**src/rtl/fpu_addsub_pipe.sv**
```systemverilog
// Pipelined-by-state floating-point add/sub: sign/exponent/mantissa operands,
// start/done handshake, fixed five-state sequence with normalisation and range checks.
module fpu_addsub_pipe #(
  parameter int unsigned EXP_W = 7,
  parameter int unsigned MAN_W = 15
) (
  input  logic             clk,
  input  logic             rst_n,
  input  logic             start,
  input  logic             op_sub,
  input  logic             a_s,
  input  logic [EXP_W-1:0] a_e,
  input  logic [MAN_W-1:0] a_m,
  input  logic             b_s,
  input  logic [EXP_W-1:0] b_e,
  input  logic [MAN_W-1:0] b_m,
  output logic             res_s,
  output logic [EXP_W-1:0] res_e,
  output logic [MAN_W-1:0] res_m,
  output logic             ovf,
  output logic             unf,
  output logic             busy,
  output logic             done
);

  localparam int unsigned XE_W = EXP_W + 2;
  localparam int unsigned LZ_W = $clog2(MAN_W + 1);
  localparam logic signed [EXP_W:0]  MAN_W_S = (EXP_W+1)'(MAN_W);
  localparam logic signed [XE_W-1:0] E_MAX   = XE_W'((2 ** (EXP_W - 1)) - 1);
  localparam logic signed [XE_W-1:0] E_MIN   = -E_MAX - XE_W'(1);

  typedef enum logic [2:0] {IDLE, SWAP, ALIGN, ADD, NORM} state_t;

  state_t             state_q;
  logic               op_q, as_q, bs_q;
  logic [EXP_W-1:0]   ae_q, be_q;
  logic [MAN_W-1:0]   am_q, bm_q;
  logic               eff_q, rs_q;
  logic [EXP_W-1:0]   le_q, se_q;
  logic [MAN_W-1:0]   lm_q, sm_q;
  logic [MAN_W:0]     sum_q;

  logic               a_ge, pick_b;
  logic signed [EXP_W:0]  d;
  logic [MAN_W-1:0]   sm_al;
  logic [MAN_W:0]     sum_c;
  logic [LZ_W-1:0]    lz;
  logic signed [XE_W-1:0] e_l, norm_e;
  logic [MAN_W-1:0]   norm_m;

  // Operand ordering: a zero mantissa always loses; ties keep A as the larger one.
  always_comb begin
    a_ge = ($signed(ae_q) > $signed(be_q)) || ((ae_q == be_q) && (am_q >= bm_q));
    if (bm_q == '0)      pick_b = 1'b0;
    else if (am_q == '0) pick_b = 1'b1;
    else                 pick_b = !a_ge;
  end

  // Alignment; a negative gap only arises when S is a zero operand, so clearing is safe.
  always_comb begin
    d = $signed({le_q[EXP_W-1], le_q}) - $signed({se_q[EXP_W-1], se_q});
    if (d[EXP_W] || (d >= MAN_W_S)) sm_al = '0;
    else                            sm_al = sm_q >> d;
    sum_c = eff_q ? ({1'b0, lm_q} - {1'b0, sm_q}) : ({1'b0, lm_q} + {1'b0, sm_q});
  end

  // Normalisation: carry shifts right on the add path, leading-zero count on the sub path.
  always_comb begin
    lz = '0;
    for (int i = 0; i < int'(MAN_W); i++) begin
      if (sum_q[i]) lz = LZ_W'(int'(MAN_W) - 1 - i);
    end
    e_l = $signed({{2{le_q[EXP_W-1]}}, le_q});
    if (!eff_q && sum_q[MAN_W]) begin
      norm_m = sum_q[MAN_W:1];
      norm_e = e_l + XE_W'(1);
    end else if (eff_q) begin
      norm_m = sum_q[MAN_W-1:0] << lz;
      norm_e = e_l - $signed(XE_W'(lz));
    end else begin
      norm_m = sum_q[MAN_W-1:0];
      norm_e = e_l;
    end
  end

  always_ff @(posedge clk or negedge rst_n) begin
    if (!rst_n) begin
      state_q <= IDLE;
      op_q <= 1'b0; as_q <= 1'b0; bs_q <= 1'b0;
      ae_q <= '0; be_q <= '0; am_q <= '0; bm_q <= '0;
      eff_q <= 1'b0; rs_q <= 1'b0;
      le_q <= '0; se_q <= '0; lm_q <= '0; sm_q <= '0;
      sum_q <= '0;
      res_s <= 1'b0; res_e <= '0; res_m <= '0;
      ovf <= 1'b0; unf <= 1'b0; busy <= 1'b0; done <= 1'b0;
    end else begin
      done <= 1'b0;
      case (state_q)
        IDLE: begin
          if (start) begin
            op_q <= op_sub;
            as_q <= a_s; ae_q <= a_e; am_q <= a_m;
            bs_q <= b_s; be_q <= b_e; bm_q <= b_m;
            busy <= 1'b1;
            state_q <= SWAP;
          end
        end
        SWAP: begin
          eff_q <= op_q ^ as_q ^ bs_q;
          rs_q  <= pick_b ? (bs_q ^ op_q) : as_q;
          le_q  <= pick_b ? be_q : ae_q;
          lm_q  <= pick_b ? bm_q : am_q;
          se_q  <= pick_b ? ae_q : be_q;
          sm_q  <= pick_b ? am_q : bm_q;
          state_q <= ALIGN;
        end
        ALIGN: begin
          sm_q <= sm_al;
          state_q <= ADD;
        end
        ADD: begin
          sum_q <= sum_c;
          state_q <= NORM;
        end
        NORM: begin
          ovf <= 1'b0;
          unf <= 1'b0;
          if (sum_q == '0) begin
            res_s <= 1'b0; res_e <= '0; res_m <= '0;
          end else if (norm_e > E_MAX) begin
            ovf <= 1'b1;
            res_s <= rs_q; res_e <= E_MAX[EXP_W-1:0]; res_m <= '1;
          end else if (norm_e < E_MIN) begin
            unf <= 1'b1;
            res_s <= 1'b0; res_e <= '0; res_m <= '0;
          end else begin
            res_s <= rs_q; res_e <= norm_e[EXP_W-1:0]; res_m <= norm_m;
          end
          done <= 1'b1;
          busy <= 1'b0;
          state_q <= IDLE;
        end
        default: state_q <= IDLE;
      endcase
    end
  end

endmodule

```
**config.mk**
```make
export PLATFORM = sky130hd
export DESIGN_NAME = fpu_addsub_pipe
export DESIGN_NICKNAME = d
export VERILOG_FILES = /design/src/rtl/fpu_addsub_pipe.sv
export SDC_FILE = /design/constraint.sdc
export NUM_CORES = 1
export LEC_CHECK = 0
export ABC_AREA = 1
export BUFFER_PORTS_ARGS = -buffer_cell sky130_fd_sc_hd__buf_2
export CAP_MARGIN = 15
export CELL_PAD_IN_SITES_DETAIL_PLACEMENT = 1
export CELL_PAD_IN_SITES_GLOBAL_PLACEMENT = 1
export CORE_MARGIN = 10
export CORE_UTILIZATION = 43
export CTS_BUF_LIST = sky130_fd_sc_hd__clkbuf_16
export DETAILED_ROUTE_END_ITERATION = 8
export GPL_TIMING_DRIVEN = 0
export PLACE_DENSITY_LB_ADDON = 0.1
export SLEW_MARGIN = 20
export SYNTH_ARGS = -nofsm -noshare
export SYNTH_HDL_FRONTEND = slang
export SYNTH_SLANG_ARGS = --single-unit
```
**constraint.sdc**
```tcl
create_clock -name clk -period 3.8 [get_ports clk]
set_input_delay 0.76 -clock clk [delete_from_list [all_inputs] [get_ports clk]]
set_output_delay 0.76 -clock clk [all_outputs]
set_load 0.02 [all_outputs]
```
==> results.cfg, run 1 <==
[clocking]
cts_tree = built
clk_path_buf_depth = 2
clk_pin_slew_ns = 0.07
clock-root-buffer = clkbuf_16
clk_latency_ns = 0.43
numCtsBuffers = 17
cts_sinks = 139
cts_max_level = 4
cts_hold_buffers = 0

[routing]
drt_iter0_markers = 660
routed_via_density = 5.55
first_pass_iters = 7
via_count = 9577
routed_wl_um = 33600
routedWlPerCell_um = 19.5
ant_nets = 0
drc = 0

[synth]
synth_edf_count = 0
yosys.area_share.simple_pct = 26.3
yosysWarnings = 0
synthArstFlopShare_pct = 100
synth_nets = 1432
synthXorXnorAreaFrac_pct = 2.69
syn-instance-count = 1329
synth.avg_cell_area_um2 = 7.29
synth_fa_ha_area_share_pct = 7.08
yosysTopAreaCellShare_pct = 35.9
yosysTopAreaCell = dfrtp_1
synth_top_family_by_area = simple AND/OR/NAND/NOR gates
synth-compound-area-share_pct = 18.5
ys_seq_elements = 139
yosys-mux-area-fraction_pct = 0.930
synth_seq_area_share_pct = 35.9
synth.cell_area_um2 = 9690
synth_area_leaders = dfrtp_1 36%, nand2_1 9.5%, a21oi_1 7.6%, o21ai_0 6.7%, nand3_1 6.7%
synth-main-ff-cell = dfrtp_1
yosysUniqueCellTypes = 54

[sta]
min_period_ns = 3.57
timing.final.ws_setup_ns = 0.233
finalCritPeriodShare_pct = 93.9
slew_headroom_pct = 40.5
finalHoldViolCount = 0
finalSetupViolations = 0
maxSlewViolCount = 0
timing.fmax_ghz = 0.280
tightest_slew_ns = 0.885
finClkSkew_ns = 0.0133

[floorplan]
start_util_pct = 44.0
fp.coreArea_um2 = 22000
die_height_um = 170
fp.dieW_um = 170
rows = 54
dieArea_um2 = 28900
boundaryPins = 77

[critical_path]
worstPathMaxFanout = 10
worstPathRequired_ns = 4.12
worstSetupStartpointType = flip-flop
end_kind = flip-flop
critPathKind = reg -> reg
arrival_ns = 3.89
reg2reg_depth = 17

[placement]
port_buffers = 76
place_congestion = 0.979
dp_slack_ns = -0.237
detailed_place.area_um2 = 10500
dp_hpwl_um = 26400

[layout]
nets = 1535
final_common_cell = nand2_1
finalInstanceArea_um2 = 11200
insertedDiodeCount = 0
drive_gt1_share_pct = 14.0
layout_common_cells = 242 x nand2_1, 147 x a21oi_1, 141 x inv_1, 136 x dfrtp_1, 129 x nand3_1
syn_to_final_growth_pct = 15.4

[grt]
use_met2_pct = 39.8
gr-usage-met3_pct = 3.10
grt_pass1_wl_um = 54500
grt_pass1_vias = 10098
antenna_found_initial = 0
grt_max_degree = 80
grt_overflow_total = 0
busiest_layer = met2
grtUsageTotal_pct = 23.6
grt_util_met1_pct = 31.5

[status]
status = finished clean

[flow_run]
max_cap_viol_count = 0

[worst_hold_path]
hold_path.class = in -> async
metal layers:
metal  up-vias  part of all wire [%]
met4         0                   1.4
met2       172                    48
met1      4666                    47
met3        40                   3.3
li1       4699                     -
met5         -                     0
cells by family (layout without fill, tap and decap cells):
kind of cell,Yosys count,after routing
compound gates,329,329
buf+inv,207,323
mux,8,8
xor+xnor,28,28
simple gates,565,565
fa+ha+maj,53,53
flops,139,139
critical path, stage by stage, from the launching register on:
cell      delay, ns
dfrtp_1        0.44
inv_1          0.19
nand3_1        0.16
a21oi_1        0.18
nor2_2         0.10
inv_1          0.10
clkbuf_1       0.45
ha_1           0.37
inv_1          0.10
nor2_2         0.04
o21ai_2        0.16
nand2_1        0.12
o31ai_4        0.09
xor2_2         0.27
nand2_2        0.12
nand2_4        0.12
inv_2          0.11
a221o_1        0.33
cells in the mapped netlist, types with 8 or more instances:
cell type  count
nand2_1      244
mux2_2         8
clkbuf_1      35
buf_2         13
nor3_1        16
inv_2          9
o211ai_1       9
inv_1        140
dfrtp_1      139
a31oi_1        9
a21oi_1      147
nand3_2        8
ha_1          50
o21ai_0      130
nor2_1       119
xor2_1        24
nand3_1      129
nand4_1       18
worst paths after layout:
kind,startpoint,endpoint,slack (ns)
min,rst_n,res_m[10],0.25
max in group asynchronous,rst_n,sum_q[3],2.73
max,sum_q[10],res_e[5],0.23
min reg2reg,busy,busy,0.47
max reg2reg,sum_q[10],res_e[5],0.23
min in group clk,busy,busy,0.47
what timing repair did:
action | CTS | global route
resized for setup | 3 | 24
setup endpoints to repair | 21 | 25
pin swaps | 0 | 4
setup buffers | 0 | 7
final cells by class:
| type | count | area [um2] |
|---|---|---|
| well taps | 280 | 350 |
| multi-input cells | 983 | 5420 |
| repair buffers | 84 | 470 |
| inverters | 152 | 571 |
| clock inverters | 15 | 188 |
| plain buffers | 55 | 268 |
| fillers | 2853 | 10800 |
| flip-flops and latches | 139 | 3480 |
| clock buffers | 17 | 425 |
flip-flops by register name, indices dropped and copies added (netlist names), 3 cells and up:
register / cells
ae_q: 7
am_q: 15
be_q: 7
bm_q: 15
le_q: 7
lm_q: 15
res_e: 7
res_m: 15
se_q: 7
sm_q: 15
state_q: 3
sum_q: 16
stage by stage:
step | cells | hold WS [ns] | TNS [ns] | utilization (%)
6_report | 1725 | 0.248 | 0 | 50.7
5_1_grt | 1725 | 0.282 | -0.0145 | 50.7
4_1_cts | 1718 | 0.276 | 0 | 50.3
3_5_place_dp | 1686 | 0.460 | -0.513 | 47.5
3_3_place_gp | 1685 | 0.448 | -18.13 | 47.3
2_1_floorplan | 1329 | 0.456 | 0 | -
Power of run 1 is left out: the tool's default activity adds up to more than one toggle a clock period on the data nets, which glitch-free logic cannot reach.
==> inputs of run 2 (changes only) <==
- CELL_PAD_IN_SITES_DETAIL_PLACEMENT: 1 -> 0
==> run 2 against run 1 <==
  * Non-clock buffer count is 6 lower
  * Cell count is 0.35% lower
  * Utilization is 0.43 points lower
  * Fmax is 1.8% higher
  * Clock-buffer cell count stayed put
  * Sequential cell count stayed put
  * Setup slack better by 0.064 ns
  * First-iteration DRC count stayed put
  * Worst hold slack better by 0.017 ns
  * Wire length is 8.7% lower
  * Via count is 2.4% lower
==> results.cfg, run 2 (synthesized netlist as in run 1, its figures left out) <==
[critical_path]
worstPathRequired_ns = 4.09
worstReg2RegStart = sm_q[3]
reg2reg_depth = 17
reg2reg_to = sum_q[13]
end_kind = flip-flop
arrival_ns = 3.80
worstSetupStartpointType = flip-flop
critPathKind = reg -> reg
worstPathMaxFanout = 7
regToRegSetupSlack_ns = 0.30

[routing]
drt_iter0_markers = 660
routed_via_density = 5.44
drc = 0
via_count = 9351
ant_nets = 0
routedWlPerCell_um = 17.8
routed_wl_um = 30700
first_pass_iters = 5

[layout]
finalInstanceArea_um2 = 11100
nFillCells = 2270
final_common_cell = nand2_1
layout_common_cells = 244 x nand2_1, 147 x a21oi_1, 139 x inv_1, 137 x dfrtp_1
stdcell_count = 1719
drive_gt1_share_pct = 13.3
regMostFlops = sum_q
nets = 1529
insertedDiodeCount = 0
largest_reg_flops = 16
syn_to_final_growth_pct = 14.4

[sta]
finalCritPeriodShare_pct = 92.2
slew_headroom_pct = 40.3
timing.final.ws_setup_ns = 0.298
finClkSkew_ns = 0.0150
tightest_slew_ns = 0.889
timing.fmax_ghz = 0.286
whs_ns = 0.265
finalHoldViolCount = 0
finalSetupViolations = 0
min_period_ns = 3.50
maxSlewViolCount = 0

[clocking]
cts_sinks = 139
clk_latency_ns = 0.43
clk_path_buf_depth = 2
cts_tree = built
cts_max_level = 4
numCtsBuffers = 17
cts_hold_buffers = 0
clk_pin_slew_ns = 0.07
clock-root-buffer = clkbuf_16

[worst_hold_path]
hold_path.class = in -> async

[status]
status = finished clean

[grt]
antenna_found_initial = 0
grt_max_degree = 80
grt_pass1_vias = 9228
grt_pass1_wl_um = 49900
grt_overflow_total = 0
grtUsageTotal_pct = 21.6

[placement]
place_congestion = 0.979
dp_hpwl_um = 24300
dp_slack_ns = -0.103
detailed_place.area_um2 = 10500
port_buffers = 76
placedCellCount = 1686

[flow_run]
max_cap_viol_count = 0

[floorplan]
boundaryPins = 77
fp.coreArea_um2 = 22000
dieArea_um2 = 28900
rows = 54
fp.dieW_um = 170
die_height_um = 170
start_util_pct = 44.0
## run 2: worst max-delay path by stage
| stage | start | endpoint |
|---|---|---|
| 5_1_grt | sum_q[2] | res_e[4] |
| 4_1_cts | eff_q | sum_q[12] |
| 3_5_place_dp | eff_q | sum_q[12] |
| 6_report | sm_q[3] | sum_q[13] |
| 3_3_place_gp | rst_n | am_q[8] |
| 2_1_floorplan | sum_q[3] | res_e[5] |
## run 2: repair_timing
item / CTS / global route
setup buffers: 0 / 1
endpoints found under the setup margin: 1 / 25
resized for setup: 1 / 18
pin swaps: 0 / 1
## run 2: cell type report
type                    count  area (um2)  share of cell area, %
multi-input cells         983        5400                   48.8
flip-flops and latches    139        3480                   31.4
inverters                 152         573                   5.17
clock buffers              17         425                   3.84
repair buffers             78         425                   3.84
well taps                 280         350                   3.16
plain buffers              55         270                   2.44
clock inverters            15         154                   1.39
## run 2: critical path: stages (launching register included)
cell and delay [ns]:
dfrtp_1 0.37, clkbuf_1 0.21, nor3_2 0.30, nand3_1 0.16, nor2_1 0.17, nand3_1 0.11
nand2_1 0.11, xor2_1 0.17, inv_1 0.06, ha_1 0.34, nand2_1 0.14, a21oi_1 0.05
a211oi_1 0.29, o211ai_1 0.25, a21o_1 0.21, or2_2 0.26, nand3_1 0.07, o21ai_0 0.09
## run 2: metal layers
| layer | part of all wire (%) | up-vias | wire length [um] | track usage, % |
|---|---|---|---|---|
| li1 | - | 4695 | - | - |
| met1 | 48 | 4394 | 14800 | 29.4 |
| met2 | 46 | 245 | 14100 | 34.9 |
| met3 | 5.2 | 17 | 1600 | 4.42 |
| met4 | 0.66 | 0 | 201 | 3.89 |
| met5 | 0 | - | 0 | 0 |
## run 2: metrics by stage
step                      util, %  TNS (ns)
after floorplan                 -         0
after global placement       47.3    -18.13
after detailed placement     47.5    -0.103
after CTS                    50.1         0
after global routing         50.3   -0.0113
final                        50.3         0
Power of run 2 is left out for the same reason.
==> inputs of run 3 (changes only) <==
- CTS_BUF_LIST: sky130_fd_sc_hd__clkbuf_16 -> not set
- clock period: 3.8 -> 3.5 ns (I/O delays scaled with it)
==> run 3 against run 2 <==
  * Non-clock buffer count is 16 higher
  * Die area unchanged
  * Design area grew 1.9%
  * First-iteration DRC count increased by 2.4%
==> results.cfg, run 3 (synthesized netlist as in run 1, its figures left out) <==
[status]
status = finished clean

[placement]
dp_slack_ns = -0.403
dp_hpwl_um = 24300
detailed_place.area_um2 = 10500
port_buffers = 76
place_congestion = 0.979

[clocking]
clk_pin_slew_ns = 0.07
cts_tree = built
cts_max_level = 4
cts_sinks = 139
clk_latency_ns = 0.43
numCtsBuffers = 17
cts_hold_buffers = 0
clock-root-buffer = clkbuf_16
clk_path_buf_depth = 2

[routing]
ant_nets = 0
routed_wl_um = 31000
routedWlPerCell_um = 17.8
via_count = 9357
drc = 0
drt_iter0_markers = 676
routed_via_density = 5.39
first_pass_iters = 6

[layout]
syn_to_final_growth_pct = 16.6
regMostFlops = sum_q
largest_reg_flops = 16
nFillCells = 2249
insertedDiodeCount = 0
finalInstanceArea_um2 = 11300
final_common_cell = nand2_1
drive_gt1_share_pct = 15.3
layout_common_cells = 241 x nand2_1, 146 x a21oi_1, 139 x inv_1, 136 x dfrtp_1, 129 x nand3_1
nets = 1545

[floorplan]
die_height_um = 170
fp.dieW_um = 170
dieArea_um2 = 28900
boundaryPins = 77
fp.coreArea_um2 = 22000
start_util_pct = 44.0
rows = 54

[sta]
tightest_slew_ns = 0.893
timing.final.ws_setup_ns = 0.199
finClkSkew_ns = 0.0149
whs_ns = 0.203
timing.fmax_ghz = 0.303
finalSetupViolations = 0
rsz0062_at_grt = false
setup_tns_ns = 0
maxSlewViolCount = 0
min_period_ns = 3.30
finalHoldViolCount = 0
slew_headroom_pct = 40.0
finalCritPeriodShare_pct = 94.3

[critical_path]
worstSetupStartpointType = flip-flop
worstReg2RegStart = sum_q[1]
worstPathRequired_ns = 3.81
crit_path_start = sum_q[1]
crit_end = res_e[5]
regToRegSetupSlack_ns = 0.20
reg2reg_to = res_e[5]
worstPathMaxFanout = 10
critPathKind = reg -> reg
reg2reg_depth = 20
arrival_ns = 3.61
end_kind = flip-flop

[grt]
grt_pass1_vias = 9266
grt_pass1_wl_um = 50100
grt_max_degree = 80
grtUsageTotal_pct = 21.6
antenna_found_initial = 0
grt_overflow_total = 0

[worst_hold_path]
hold_path.class = in -> async

[flow_run]
max_cap_viol_count = 0
## run 3: worst min-delay path by stage
stage | to | slack, ns | cells past startpoint
after global routing | res_m[8] | 0.23 | 1
after detailed placement | busy | 0.46 | 2
after global placement | busy | 0.45 | 2
after floorplan | ae_q[0] | 0.40 | 0
final | res_m[8] | 0.20 | 1
after CTS | res_m[8] | 0.22 | 1
## run 3: layer usage
layer  global-route usage (%)  part of all wire, %
met1                     29.5                   48
met2                     35.0                   46
met3                     4.42                  4.8
met4                     3.97                 0.71
met5                        0                    0
## run 3: layout make-up
cell class                 instances  area [um2]  area share [%]
inverter                         152         573            5.07
clock inverter                    15         154            1.36
buffer                            54         278            2.46
tap                              280         350            3.10
sequential                       139        3480            30.8
multi-input combinational        983        5470            48.4
timing repair buffer              95         566            5.01
clock buffer                      17         425            3.77
## run 3: through the flow
step | cells | utilization (%)
2_1_floorplan | 1329 | -
3_3_place_gp | 1685 | 47.3
3_5_place_dp | 1686 | 47.5
4_1_cts | 1719 | 50.3
5_1_grt | 1735 | 51.3
6_report | 1735 | 51.3
## run 3: repair_timing
action / 4_1_cts / 5_1_grt
hold endpoints to repair: 0 / 0
endpoints found under the setup margin: 27 / 26
gates resized for setup: 14 / 26
pin swaps: 2 / 9
setup buffers: 2 / 16
## run 3: worst max-delay path: stages, from the launching register on
cell and delay (ns):
dfrtp_2 0.44, inv_1 0.13, nand3_1 0.09, nand3_1 0.09
nand3_1 0.13, a21oi_1 0.15, a21oi_1 0.11, nor2_4 0.18
inv_1 0.15, buf_4 0.21, ha_1 0.28, a21oi_1 0.18
nor2_1 0.06, nor2_1 0.08, inv_1 0.07, nand2_1 0.10
a22o_4 0.17, nand2_2 0.07, nand2_4 0.11, inv_4 0.07
a221o_1 0.32
Power of run 3 is left out for the same reason.
